<file path="config.mk">
export PLATFORM = sky130hd
export DESIGN_NAME = ste_master
export DESIGN_NICKNAME = d
export VERILOG_FILES = /design/src/rtl/ste_pkg.sv /design/src/rtl/ste_sync.sv /design/src/rtl/ste_master.sv
export SDC_FILE = /design/constraint.sdc
export NUM_CORES = 1
export LEC_CHECK = 0
export BUFFER_PORTS_ARGS = -buffer_cell sky130_fd_sc_hd__buf_4
export CAP_MARGIN = 20
export CORE_UTILIZATION = 51
export CTS_CLUSTER_SIZE = 25
export DETAILED_ROUTE_END_ITERATION = 16
export PLACE_DENSITY_LB_ADDON = 0.3
export SLEW_MARGIN = 20
export SYNTH_ARGS = -nofsm -noshare
export SYNTH_HDL_FRONTEND = slang
export SYNTH_SLANG_ARGS = --single-unit
</file>
<file path="constraint.sdc">
create_clock -name clk -period 2.45 [get_ports clk]
set_clock_uncertainty 0.2 [all_clocks]
set_input_delay 0.49 -clock clk [delete_from_list [all_inputs] [get_ports clk]]
set_output_delay 0.49 -clock clk [all_outputs]
set_load 0.05 [all_outputs]
</file>
<file path="src/rtl/ste_pkg.sv">
// Shared types and bus polarity constants for the STEbus I/O-window initiator.
package ste_pkg;

   localparam int DATA_W = 8;

   typedef enum logic [2:0] {
      ST_IDLE,
      ST_SETUP,
      ST_STROBE,
      ST_RELEASE,
      ST_DONE
   } state_t;

   localparam logic CM0_WR   = 1'b0;
   localparam logic CM0_RD   = 1'b1;
   localparam logic CE_ON    = 1'b0;
   localparam logic CE_OFF   = 1'b1;
   localparam logic DACK_ON  = 1'b0;
   localparam logic DACK_OFF = 1'b1;
   localparam logic ACK_ON   = 1'b1;

endpackage

</file>
<file path="src/rtl/ste_sync.sv">
// Generic two-flop synchronizer; resets to RST_VAL so an active-low strobe reads as idle.
module ste_sync #(
   parameter int         W       = 1,
   parameter logic [W-1:0] RST_VAL = '1
) (
   input  logic         clk,
   input  logic         reset,
   input  logic [W-1:0] d,
   output logic [W-1:0] q
);

   logic [W-1:0] meta;

   always_ff @(posedge clk) begin
      if (!reset) begin
         meta <= RST_VAL;
         q    <= RST_VAL;
      end else begin
         meta <= d;
         q    <= meta;
      end
   end

endmodule

</file>
<file path="src/rtl/ste_master.sv">
// STEbus initiator: sequences one read/write per request with strobe, DATACK handshake and timeouts.
import ste_pkg::*;

module ste_master #(
   parameter int ADDR_W    = 5,
   parameter int SETUP_CYC = 2,
   parameter int TIMEOUT   = 255
) (
   input  logic              clk,
   input  logic              reset,
   input  logic              req,
   input  logic              we,
   input  logic [ADDR_W-1:0] addr,
   input  logic [DATA_W-1:0] wdata,
   output logic              busy,
   output logic              ack,
   output logic              err,
   output logic [DATA_W-1:0] rdata,
   output logic [ADDR_W-1:0] bus_addr,
   output logic [DATA_W-1:0] bus_data_out,
   output logic              bus_data_oe,
   input  logic [DATA_W-1:0] bus_data_in,
   output logic              bus_cm0,
   output logic              bus_ce,
   input  logic              bus_datack
);

   localparam int CNT_MAX = (TIMEOUT > SETUP_CYC) ? TIMEOUT : SETUP_CYC;
   localparam int CNT_W   = $clog2(CNT_MAX + 1);
   localparam logic [CNT_W-1:0] SETUP_LD   = CNT_W'(SETUP_CYC - 1);
   localparam logic [CNT_W-1:0] TIMEOUT_LD = CNT_W'(TIMEOUT - 1);

   function automatic logic [CNT_W-1:0] sat_dec(input logic [CNT_W-1:0] v);
      return (v == '0) ? '0 : v - CNT_W'(1);
   endfunction

   state_t              state, state_nxt;
   logic [CNT_W-1:0]    cnt, cnt_nxt;
   logic                flag, flag_nxt;
   logic                ce_nxt, cm0_nxt, oe_nxt, ack_nxt, err_nxt;
   logic [ADDR_W-1:0]   addr_nxt;
   logic [DATA_W-1:0]   dout_nxt, rdata_nxt;
   logic                datack_s;
   logic                dack;

   ste_sync #(.W(1), .RST_VAL(DACK_OFF)) u_sync (
      .clk   (clk),
      .reset (reset),
      .d     (bus_datack),
      .q     (datack_s)
   );

   assign dack = (datack_s == DACK_ON);

   always_comb begin
      state_nxt = state;
      cnt_nxt   = cnt;
      flag_nxt  = flag;
      ce_nxt    = bus_ce;
      cm0_nxt   = bus_cm0;
      oe_nxt    = bus_data_oe;
      addr_nxt  = bus_addr;
      dout_nxt  = bus_data_out;
      rdata_nxt = rdata;
      ack_nxt   = 1'b0;
      err_nxt   = 1'b0;
      busy      = (state != ST_IDLE);
      unique case (state)
         ST_IDLE: begin
            busy = req;
            if (req) begin
               addr_nxt  = addr;
               dout_nxt  = wdata;
               cm0_nxt   = we ? CM0_WR : CM0_RD;
               oe_nxt    = we;
               cnt_nxt   = SETUP_LD;
               state_nxt = ST_SETUP;
            end
         end
         ST_SETUP: begin
            if (cnt == '0) begin
               ce_nxt    = CE_ON;
               cnt_nxt   = TIMEOUT_LD;
               state_nxt = ST_STROBE;
            end else begin
               cnt_nxt = sat_dec(cnt);
            end
         end
         ST_STROBE: begin
            // Either outcome releases the strobe; a missing DATACK only marks the error.
            if (dack || cnt == '0) begin
               if (dack && bus_cm0 == CM0_RD) rdata_nxt = bus_data_in;
               if (!dack) flag_nxt = 1'b1;
               ce_nxt    = CE_OFF;
               cnt_nxt   = TIMEOUT_LD;
               state_nxt = ST_RELEASE;
            end else begin
               cnt_nxt = sat_dec(cnt);
            end
         end
         ST_RELEASE: begin
            if (!dack || cnt == '0) begin
               ack_nxt   = ACK_ON;
               err_nxt   = flag | dack;
               oe_nxt    = 1'b0;
               cm0_nxt   = CM0_RD;
               state_nxt = ST_DONE;
            end else begin
               cnt_nxt = sat_dec(cnt);
            end
         end
         ST_DONE: begin
            flag_nxt  = 1'b0;
            state_nxt = ST_IDLE;
         end
         default: state_nxt = ST_IDLE;
      endcase
   end

   always_ff @(posedge clk) begin
      if (!reset) begin
         state        <= ST_IDLE;
         cnt          <= '0;
         flag         <= 1'b0;
         bus_ce       <= CE_OFF;
         bus_cm0      <= CM0_RD;
         bus_data_oe  <= 1'b0;
         bus_addr     <= '0;
         bus_data_out <= '0;
         rdata        <= '0;
         ack          <= 1'b0;
         err          <= 1'b0;
      end else begin
         state        <= state_nxt;
         cnt          <= cnt_nxt;
         flag         <= flag_nxt;
         bus_ce       <= ce_nxt;
         bus_cm0      <= cm0_nxt;
         bus_data_oe  <= oe_nxt;
         bus_addr     <= addr_nxt;
         bus_data_out <= dout_nxt;
         rdata        <= rdata_nxt;
         ack          <= ack_nxt;
         err          <= err_nxt;
      end
   end

endmodule

</file>
==> results by group <==
Pwr
  – Leakage: 1.05 nW
  – Pwr/cell area: 1160 nW/um2
  – Peak VDD IR: 540 uV

Place
  – Port bufs: 52
  – Placer Congestion: 0.863
  – Dpl cell area: 2310 um2
  – Inst Count DP: 303
  – Dpl hpwl: 2.92 mm

Job
  – Max_cap viols: 0

Synthesis
  – Cell variety after synth: 44
  – Sequential share of the synthesized area: 43.5%
  – Synthesis-stage register bit count: 40
  – Mean post-synth cell area: 8.85 um2
  – Cells after Synth: 208
  – Synthesized Nets: 235
  – Synth Warn #: 0
  – Post-synthesis cell area: 1840 um2

Worst setup path
  – CP Class: reg -> out
  – R2r endpoint: err
  – Crit Reg-Reg Startpoint: cnt[0]
  – Most frequent CP cell: buf_4
  – Worst-path maximum fanout: 11
  – Delay-heaviest family, CP: simple AND/OR/NAND/NOR gates
  – Crit end category: output port
  – CP cell instances: buf_4 > or4_1 > buf_4
  – Worst reg2reg path depth: 7
  – Req. time, crit path: 1.76 ns
  – Worst path bufs/invs: 2
  – Slowest-stage cell, CP: or4_1
  – Startpoint types: flop
  – Critical Path Start: state[0]
  – Worst path max stage delay: 0.57 ns
  – Worst EP arrival: 1.68 ns
  – Setup slack, reg-to-reg: 0.15 ns

STA
  – Max Clk Rate: 422 MHz
  – RSZ-0062 raised after global routing: no
  – Final setup vio count: 0
  – Final Hold Fails: 0
  – Fin crit period: 2.37 ns
  – Tcrit/Tclk final: 96.6%
  – Slew margin rel.: 57.1%
  – Slew Limit Fails: 0
  – Tightest Pin Transition: 0.642 ns
  – Setup_tns: 0 ns

Finish
  – Nets: 291
  – Antenna Cells: 0
  – Area delta synth->final: 29.1%
  – Layout Cell Area excl Fill: 2380 um2
  – Ratio of cells with drive above 1 in the final layout: 28.7%
  – Non-filler cells, final: 311
  – Number of fill cells in the layout: 273

CTS
  – CTS tree: yes
  – Clock Tree Buf Depth: 2
  – Clk_lat worst skew: 0.35 ns
  – H-Tree Depth: 2
  – Post-CTS Resized: 0
  – Hold buffer count at CTS: 0
  – Num CTS Buffers: 5
  – Reg clk slew, reported paths: 0.13 ns
  – Setup Fix Bufs, Post-CTS: 0
  – TritonCTS Sinks: 40
  – Clk root buf: clkbuf_4

Floorplanning
  – Die width: 62.1 um
  – Die area: 3850 um2
  – Placeable Area: 3390 um2
  – Row count: 21
  – DIE HEIGHT: 62.1 um
  – Ports: 53
  – Initial core utilization: 54.3%

Routing
  – Starting DRT DRC Count: 103
  – Via count: 1690
  – Via-to-Cell Ratio: 5.43
  – DRC viols: 0
  – Antenna-violating nets left: 0
  – Initial DRT Pass Iterations: 4
  – Final WL: 4.14 mm
  – Drt wl/cell: 13.3 um

Outcome
  – Outcome: complete, no violations

Worst hold path
  – HP Class: in -> reg
  – Hold endpoint: u_sync.meta
  – Cells on Worst Hold Path: 2
  – HP Start: bus_datack

Global routing
  – Vias in the first global route: 1523
  – Met2 GRT Util: 37.5%
  – Met1 Use GR: 31.1%
  – GRT Total Usage: 24.2%
  – M3 GR Usage: 7.25%
  – Initial antenna violation count: 0
  – First-pass GRT wire length: 6.83 mm
  – Gr busiest metal: met2
  – Largest net degree at the start of global routing: 39
  – Overflow after GRT: 0
-- worst max-delay path by stage --
| stage | to | slack (ns) | cells after the start |
|---|---|---|---|
| floorplan | err | 0.37 | 5 |
| finish | busy | 0.08 | 3 |
| detailed placement | cnt[7] | 0.15 | 6 |
| global route | err | 0.01 | 7 |
| global placement | cnt[7] | 0.25 | 6 |
| CTS | busy | 0.06 | 3 |
-- registers in the layout, indices dropped and copies added, names as in the netlist, 3 cells and up --
signal and flops:
bus_data_out 8, cnt 8, rdata 8, bus_addr 5, state 3
-- kinds of logic after synthesis --
group / synth area share (%)
buf+inv: 3.74
mux: 4.89
simple gates: 26.4
fa+ha+maj: 0.680
flops: 43.5
xor+xnor: 0.476
compound gates: 20.3
-- cells in the mapped netlist, drive strengths merged --
master	count	area [um2]
o211ai	2	15.0
a31oi	3	18.8
mux2i	9	90.1
o21a	2	15.0
dfxtp	40	801
nor2	5	18.8
and4	2	17.5
nor4b	2	17.5
o221a	1	11.3
inv	6	22.5
ha	1	12.5
clkbuf	9	33.8
or3b	1	8.76
nor3b	2	15.0
and3b	1	8.76
o21ai	12	60.1
nand2	36	135
a21boi	18	135
o31a	2	17.5
o21ba	1	10.0
nand2b	4	25.0
buf	2	12.5
or4	3	22.5
a21o	1	7.51
or2b	2	15.0
nor3	4	20.0
nor4	1	6.26
xor2	1	8.76
o2bb2ai	4	35.0
nor2b	11	68.8
and2	2	12.5
or4b	3	33.8
a32o	2	20.0
nand4b	1	8.76
a21oi	4	20.0
or3	3	28.8
a311oi	1	8.76
nand3b	1	7.51
nand3	3	15.0
-- stage by stage --
step                setup WS [ns]  util [%]  power [W]  hold WS [ns]
floorplan                   0.368         -    0.00196         0.186
global placement            0.246      68.1    0.00237         0.205
detailed placement          0.149      68.1    0.00240         0.200
CTS                        0.0601      70.1    0.00275         0.135
global route               0.0135      70.1    0.00295         0.124
finish                     0.0830      70.1    0.00276         0.134
-- routing by layer --
metal / routed length, um / vias to the layer above
li1: - / 850
met1: 1850 / 779
met2: 1930 / 53
met3: 285 / 8
met4: 74 / 0
met5: 0 / -
-- power by group --
group,leakage (nW),switching [W],internal [W]
clock network,0.0305,0.000215,0.000139
registers,0.327,0.000123,0.000777
logic,0.690,0.000872,0.000634
-- placed cells by master, fill, tap and decap left out, types with 3 or more instances in the layout --
cell type	count
buf_4	60
mux2i_1	9
inv_1	6
nand2_1	36
nor3_1	4
a21oi_1	4
nand2b_1	4
or4_1	3
a31oi_1	3
o2bb2ai_1	4
o21ai_0	11
a21boi_0	17
nand3_1	3
nor2b_1	11
nor2_1	5
dfxtp_1	39
clkbuf_4	5
-- worst reg2reg max path, delay by kind of cell, from the launching register on --
kind	cells	cell delay, ns
AND/OR/NAND/NOR	3	0.95
flip-flops	1	0.36
AO/OA/AOI/OAI	2	0.44
adder cells (fa/ha/maj)	1	0.19
buffers and inverters	1	0.06
-- final cells by class --
cell class	instances	area, um2	area share [%]
Multi-Input combinational cell	151	977	41.1
Sequential cell	40	802	33.8
Timing Repair Buffer	60	450	19.0
Tap cell	46	57.6	2.42
Clock buffer	6	51.3	2.16
Inverter	6	22.5	0.948
Clock inverter	2	15.0	0.632
Note: power is estimated with default switching activity, not from simulation.
